### src/rtl/uart_pkg.sv
// ----------------------------------------------------------------------------
// uart_pkg
// Shared definitions for the UART transmit path:
//   - parity mode codes (PAR_NONE / PAR_EVEN / PAR_ODD)
//   - transmitter FSM state encoding (ST_IDLE .. ST_STOP)
//   - frame_cycles(): clock cycles occupied by one complete frame
// No ports; imported by the transmitter top level.
// ----------------------------------------------------------------------------
package uart_pkg;

   localparam int PAR_NONE = 0;
   localparam int PAR_EVEN = 1;
   localparam int PAR_ODD  = 2;

   localparam logic [2:0] ST_IDLE  = 3'd0;
   localparam logic [2:0] ST_START = 3'd1;
   localparam logic [2:0] ST_DATA  = 3'd2;
   localparam logic [2:0] ST_PAR   = 3'd3;
   localparam logic [2:0] ST_STOP  = 3'd4;

   // Start bit + data bits + optional parity bit + stop bits, each clk_div long.
   function automatic int frame_cycles(input int data_w, input int parity,
                                       input int stop_bits, input int clk_div);
      return (1 + data_w + ((parity != PAR_NONE) ? 1 : 0) + stop_bits) * clk_div;
   endfunction

endpackage

### src/rtl/uart_fifo.sv
// ----------------------------------------------------------------------------
// uart_fifo
// Synchronous first-word-fall-through FIFO: data_out always shows the head
// entry while empty is low, and rd_en consumes it.
// Ports:
//   clk_sis   in   system clock
//   rst       in   synchronous, active-high reset (pointers and count cleared)
//   wr_en     in   write data_in this cycle (dropped while full)
//   data_in   in   WIDTH-bit word to store
//   rd_en     in   consume the head entry (ignored while empty)
//   data_out  out  head entry
//   full      out  count == DEPTH
//   empty     out  count == 0
//   count     out  entries held
//   overflow  out  registered one-cycle pulse: the previous cycle wrote while full
// ----------------------------------------------------------------------------
module uart_fifo #(
   parameter int WIDTH = 8,
   parameter int DEPTH = 4
) (
   input  logic                     clk_sis,
   input  logic                     rst,
   input  logic                     wr_en,
   input  logic [WIDTH-1:0]         data_in,
   input  logic                     rd_en,
   output logic [WIDTH-1:0]         data_out,
   output logic                     full,
   output logic                     empty,
   output logic [$clog2(DEPTH):0]   count,
   output logic                     overflow
);

   localparam int PW = $clog2(DEPTH);

   logic [WIDTH-1:0] mem [DEPTH];
   logic [PW-1:0]    wr_ptr;
   logic [PW-1:0]    rd_ptr;
   logic             accept;
   logic             pop;

   // full is decoded from the registered count only, so a pop in the same
   // cycle never frees room for a write.
   assign full     = (count == (PW+1)'(DEPTH));
   assign empty    = (count == '0);
   assign accept   = wr_en && !full;
   assign pop      = rd_en && !empty;
   assign data_out = mem[rd_ptr];

   // NOTE: sequential state is assigned with <= so every register samples the
   // pre-edge values of its neighbours, independent of statement order.
   always_ff @(posedge clk_sis) begin
      if (rst) begin
         wr_ptr   <= '0;
         rd_ptr   <= '0;
         count    <= '0;
         overflow <= 1'b0;
      end else begin
         overflow <= wr_en && full;
         if (accept) wr_ptr <= wr_ptr + 1'b1;
         if (pop)    rd_ptr <= rd_ptr + 1'b1;
         case ({accept, pop})
            2'b10:   count <= count + 1'b1;
            2'b01:   count <= count - 1'b1;
            default: count <= count;
         endcase
      end
   end

   // NOTE: the storage array is deliberately not reset; the count and pointers
   // already mark every entry invalid, and a reset here would turn RAM into flops.
   always_ff @(posedge clk_sis) begin
      if (accept) mem[wr_ptr] <= data_in;
   end

endmodule

### src/rtl/uart_tx_fifo.sv
// ----------------------------------------------------------------------------
// uart_tx_fifo
// UART transmitter fed by a small TX FIFO. Each word is sent as a start bit,
// DATA_W data bits LSB first, an optional parity bit and 1 or 2 stop bits,
// every bit lasting CLK_DIV clock cycles. Frames run back to back while the
// FIFO holds data.
// Ports:
//   clk_sis     in   system clock
//   rst         in   synchronous, active-high reset (aborts frame, flushes FIFO)
//   wr_en       in   write data_in into the FIFO this cycle
//   data_in     in   DATA_W-bit word to transmit
//   full        out  FIFO full; writes while high are dropped
//   overflow    out  one-cycle pulse the cycle after a write was dropped
//   fifo_count  out  entries currently queued
//   tx          out  serial line, idle high
//   busy        out  high from the pop cycle through the last stop bit
//   frame_done  out  one-cycle pulse on the final cycle of the last stop bit
// ----------------------------------------------------------------------------
module uart_tx_fifo
   import uart_pkg::*;
#(
   parameter int DATA_W     = 8,
   parameter int CLK_DIV    = 2,
   parameter int PARITY     = 0,
   parameter int STOP_BITS  = 1,
   parameter int FIFO_DEPTH = 4
) (
   input  logic                          clk_sis,
   input  logic                          rst,
   input  logic                          wr_en,
   input  logic [DATA_W-1:0]             data_in,
   output logic                          full,
   output logic                          overflow,
   output logic [$clog2(FIFO_DEPTH):0]   fifo_count,
   output logic                          tx,
   output logic                          busy,
   output logic                          frame_done
);

   localparam int            BW        = (CLK_DIV > 1) ? $clog2(CLK_DIV) : 1;
   localparam logic [BW-1:0] BAUD_LAST = BW'(CLK_DIV - 1);
   localparam logic [3:0]    DATA_LAST = 4'(DATA_W - 1);
   localparam logic [3:0]    STOP_LAST = 4'(STOP_BITS - 1);

   logic [2:0]        state;
   logic [BW-1:0]     baud;
   logic [3:0]        bit_idx;
   logic [DATA_W-1:0] shift;
   logic              par_bit;
   logic [DATA_W-1:0] head;
   logic              empty;
   logic              baud_last;
   logic              stop_done;
   logic              pop;

   uart_fifo #(
      .WIDTH (DATA_W),
      .DEPTH (FIFO_DEPTH)
   ) u_fifo (
      .clk_sis  (clk_sis),
      .rst      (rst),
      .wr_en    (wr_en),
      .data_in  (data_in),
      .rd_en    (pop),
      .data_out (head),
      .full     (full),
      .empty    (empty),
      .count    (fifo_count),
      .overflow (overflow)
   );

   assign baud_last  = (baud == BAUD_LAST);
   assign stop_done  = (state == ST_STOP) && baud_last && (bit_idx == STOP_LAST);
   // Pop from IDLE, or on the very last stop cycle so the next start bit
   // follows without an idle gap.
   assign pop        = !empty && ((state == ST_IDLE) || stop_done);
   assign frame_done = stop_done;
   assign busy       = (state != ST_IDLE) || !empty;

   always_ff @(posedge clk_sis) begin
      if (rst) begin
         state   <= ST_IDLE;
         baud    <= '0;
         bit_idx <= '0;
         shift   <= '0;
         par_bit <= 1'b0;
      end else begin
         // Parity is fixed at pop time from the whole word, not from the
         // shifting copy.
         if (pop) begin
            shift   <= head;
            par_bit <= (PARITY == PAR_ODD) ? ~^head : ^head;
         end
         case (state)
            ST_IDLE: begin
               if (pop) begin
                  state <= ST_START;
                  baud  <= '0;
               end
            end
            ST_START: begin
               if (baud_last) begin
                  state   <= ST_DATA;
                  baud    <= '0;
                  bit_idx <= '0;
               end else begin
                  baud <= baud + 1'b1;
               end
            end
            ST_DATA: begin
               if (baud_last) begin
                  baud  <= '0;
                  shift <= shift >> 1;
                  if (bit_idx == DATA_LAST) begin
                     bit_idx <= '0;
                     state   <= (PARITY != PAR_NONE) ? ST_PAR : ST_STOP;
                  end else begin
                     bit_idx <= bit_idx + 1'b1;
                  end
               end else begin
                  baud <= baud + 1'b1;
               end
            end
            ST_PAR: begin
               if (baud_last) begin
                  state   <= ST_STOP;
                  baud    <= '0;
                  bit_idx <= '0;
               end else begin
                  baud <= baud + 1'b1;
               end
            end
            ST_STOP: begin
               if (baud_last) begin
                  baud <= '0;
                  if (bit_idx == STOP_LAST) begin
                     bit_idx <= '0;
                     state   <= pop ? ST_START : ST_IDLE;
                  end else begin
                     bit_idx <= bit_idx + 1'b1;
                  end
               end else begin
                  baud <= baud + 1'b1;
               end
            end
            default: begin
               state <= ST_IDLE;
               baud  <= '0;
            end
         endcase
      end
   end

   // NOTE: tx gets a default before the case so no path leaves it unassigned,
   // which would otherwise infer a latch.
   always_comb begin
      tx = 1'b1;
      case (state)
         ST_START: tx = 1'b0;
         ST_DATA:  tx = shift[0];
         ST_PAR:   tx = par_bit;
         default:  tx = 1'b1;
      endcase
   end

endmodule

### config.mk
export PLATFORM = sky130hd
export DESIGN_NAME = uart_tx_fifo
export DESIGN_NICKNAME = d
export VERILOG_FILES = /design/src/rtl/uart_pkg.sv /design/src/rtl/uart_fifo.sv /design/src/rtl/uart_tx_fifo.sv
export SDC_FILE = /design/constraint.sdc
export NUM_CORES = 1
export LEC_CHECK = 0
export CAP_MARGIN = 20
export CORE_MARGIN = 10
export CORE_UTILIZATION = 60
export CTS_BUF_LIST = sky130_fd_sc_hd__clkbuf_4 sky130_fd_sc_hd__clkbuf_8
export CTS_CLUSTER_SIZE = 28
export DETAILED_ROUTE_END_ITERATION = 8
export PLACE_DENSITY = 0.81
export SYNTH_ARGS = -nofsm -noshare
export SYNTH_HDL_FRONTEND = slang
export SYNTH_HIERARCHICAL = 1
export SYNTH_SLANG_ARGS = --single-unit
### constraint.sdc
create_clock -name clk_sis -period 3 [get_ports clk_sis]
set_clock_uncertainty 0.2 [all_clocks]
set_input_delay 0.6 -clock clk_sis [delete_from_list [all_inputs] [get_ports clk_sis]]
set_output_delay 0.6 -clock clk_sis [all_outputs]
set_load 0.01 [all_outputs]
==> summary.md <==
| Metric | Value |
|---|---|
| Outcome | finished, final reports clean |
| Met3 Resource Use GR | 0.0356 |
| Number of port buffers | 18 |
| Hold Slack | 0.285 ns |
| Fin crit share | 0.927 |
| Critical path arrival | 2.84 ns |
| Clock share of power | 0.325 |
| Final nets | 252 |
| First-pass GRT wire length | 8210 um |
| Area grow syn2layout | 17.2% |
| Vias | 1645 |
| Reg2Reg Depth | 11 |
| Seq/Total Area, Yosys | 0.567 |
| CP max-delay cell | dfxtp_1 |
| CTS clk-pin slew, worst paths | 0.06 ns |
| Final non-filler cell total | 290 |
| Vias in the first global route | 1612 |
| TritonCTS clock tree | built |
| Total Power | 2.68 mW |
| Combinational share of power | 0.270 |
| Setup TNS | 0 ns |
| Routed WL per cell | 16.8 um |
| Crit path cell chain | nor3_2, or3_4, a21oi_4, o31ai_1, inv_1, ha_1, inv_1, fa_1, xor2_1, or3_1, a21oi_1 |
| DIE WIDTH | 86.5 um |
| Post-synth top area share | 0.363 |
| GRT Util Overall | 0.139 |
| Net Count, Synth | 229 |
| Slew HR | 0.635 |
| Critical path depth | 11 |
| Measured slew at the worst slew-check pin | 0.547 ns |
| Class of the worst hold path | reg2reg |
| Number of vias per cell | 5.67 |
| Place WS | 0.203 ns |
| Setup violations, final | 0 |
| Placer congestion estimate | 0.784 |
| Post-synthesis cell type count | 45 |
| Worst path bufs/invs | 2 |
| Worst vdd ir | 0.000591 V |
| DP HPWL | 3410 um |
| Diodes inserted | 0 |
| RSZ-0062 raised after global routing | false |
| Die area | 7480 um2 |
| Post-Synthesis Cells | 210 |
| Avg Synthesized Cell Area | 12.6 um2 |
| Hold depth | 2 |
| Switching share of power | 0.282 |
| PwrDens | 863 nW/um2 |
| Critical Path Sink Type | register |
| Ports | 19 |
| Top post-synthesis cells by area | edfxtp_1 36%, dfxtp_1 20%, mux4_2 6.8% |
| Layer with the highest usage | met2 |
| Insertion delay to the later sink of the worst-skew pair | 0.33 ns |
| Setup ws final | 0.218 ns |
| Routing usage on met2 | 0.212 |
| Setup crit start kind | register |
| Max clock buf depth | 2 |
| Switch Pwr | 757 uW |
| Critical path type | reg2reg |
| Clock sink total | 59 |
| Post-route ant nets | 0 |
| Inserted Clock Buffers | 9 |
| Post_cts resized | 0 |
| Synth area leader | edfxtp_1 |
| Largest stage delay, worst path | 0.47 ns |
| Register bit total from synthesis | 59 |
| Fmax | 0.359 GHz |
| Crit path max fanout | 6 |
| Die H | 86.5 um |
| GRT overflow | 0 |
| Most frequent CP cell | inv_1 |
| DRT Wirelength | 4870 um |
| Max-cap violation count | 0 |
| Pins Over Slew Limit | 0 |
| Starting Density | 0.613 |
| Final hold vios | 0 |
| Residual DRC | 0 |
| Rows | 24 |
| Synth warnings | 6 |
| Int Power | 1.92 mW |
| Postcts setup bufs | 0 |
| Seq pwr share | 0.405 |
| Placed insts | 274 |
| Global Route met1 Usage | 0.179 |
| P_leak | 1.12 nW |
| Antenna violations before repair | 0 |
| CORE AREA | 4320 um2 |
| First drt pass iteration count | 4 |
| # hold bufs at CTS | 0 |
| Largest net degree at the start of global routing | 19 |
| Fraction of layout cells with a size suffix above 1 | 0.151 |
| First-iteration detailed-routing DRC count | 117 |
| H-tree lvl count | 3 |
| Fin crit period | 2.78 ns |
| Netlist area before placement | 2650 um2 |
| Req. time, crit path | 3.06 ns |
| Root Buffer | clkbuf_8 |
| Top delay family on crit path | simple AND/OR/NAND/NOR gates |
power groups by stage:
stage / sequential (mW) / clock [mW] / combinational, mW
final: 1.09 / 0.871 / 0.723
after global routing: 1.11 / 0.917 / 0.811
after CTS: 1.09 / 0.881 / 0.734
after detailed placement: 1.10 / 0 / 0.728
after global placement: 1.09 / 0 / 0.706
after floorplan: 1.06 / 0 / 0.575
sequential cells by signal, indices dropped and copies added, names as in the netlist, named ones only:
| signal | flops |
|---|---|
| u_fifo/mem | 32 |
| baud | 1 |
| u_fifo/overflow | 1 |
| u_fifo/rd_ptr | 2 |
| u_fifo/wr_ptr | 2 |
| u_fifo/count | 3 |
| state | 3 |
| bit_idx | 4 |
| shift | 8 |
| par_bit | 1 |
per-stage QoR:
stage / area [um2] / utilization
floorplan: 2650 / -
global placement: 2870 / 0.663
detailed placement: 2870 / 0.663
CTS: 3110 / 0.718
global route: 3110 / 0.718
finish: 3110 / 0.718
cell families (layout without fill, tap and decap cells):
logic type | count (synthesis) | count (layout) | synth area share
buf+inv | 24 | 52 | 0.0425
compound gates | 41 | 41 | 0.0982
xor+xnor | 10 | 10 | 0.0331
flops | 59 | 59 | 0.567
mux | 17 | 17 | 0.102
fa+ha+maj | 8 | 8 | 0.0406
simple gates | 51 | 51 | 0.117
final timing paths:
path / startpoint / endpoint / slack, ns
worst max-delay path: u_fifo/count[0] / u_fifo/count[2] / 0.22
worst min-delay path: u_fifo/rd_ptr[1] / register / 0.29
worst max register to register: u_fifo/count[0] / u_fifo/count[2] / 0.22
worst min register to register: u_fifo/rd_ptr[1] / register / 0.29
cells in the mapped netlist, drive strengths merged:
library cell and number:
a211oi 1, a21oi 17, a22o 1, a32o 2
and2 4, and3 4, and3b 1, buf 5
clkbuf 5, dfxtp 27, edfxtp 32, fa 1
ha 7, inv 14, mux2i 9, mux4 8
nand2 4, nand2b 2, nand3 3, nand3b 1
nand4b 1, nand4bb 1, nor2 13, nor3 3
nor3b 5, o21a 1, o21ai 17, o31ai 1
o41ai 1, or2 1, or2b 1, or3 5
or3b 2, xnor2 7, xor2 3
cell usage in the layout, fill, tap and decap left out, types with 8 or more instances in the layout:
cell             Yosys  final
inv_1               14     14
dfxtp_1             27     27
o21ai_0             16     16
a21oi_1             16     16
mux4_2               8      8
edfxtp_1            32     32
nor2_1              13     13
clkbuf_8             0      9
clkdlybuf4s50_1      0     18
mux2i_1              9      9
layer usage:
| metal | share of wire | vias up |
|---|---|---|
| met3 | 0.042 | 7 |
| li1 | - | 812 |
| met2 | 0.49 | 28 |
| met1 | 0.45 | 798 |
| met4 | 0.014 | 0 |
| met5 | 0 | - |
cell type report:
| type | instances | area [um2] |
|---|---|---|
| timing repair buffer | 22 | 210 |
| multi-input combinational | 127 | 1040 |
| fill | 309 | 1220 |
| inverter | 14 | 52.6 |
| clock buffer | 11 | 139 |
| tap | 52 | 65.1 |
| sequential | 59 | 1500 |
| clock inverter | 5 | 103 |
tightest hold or removal path, cell delays in order, from the launching register on:
cell	delay [ns]
dfxtp_1	0.30
o21ai_0	0.06
a21oi_1	0.07
Power figures use the tool's default switching activity.
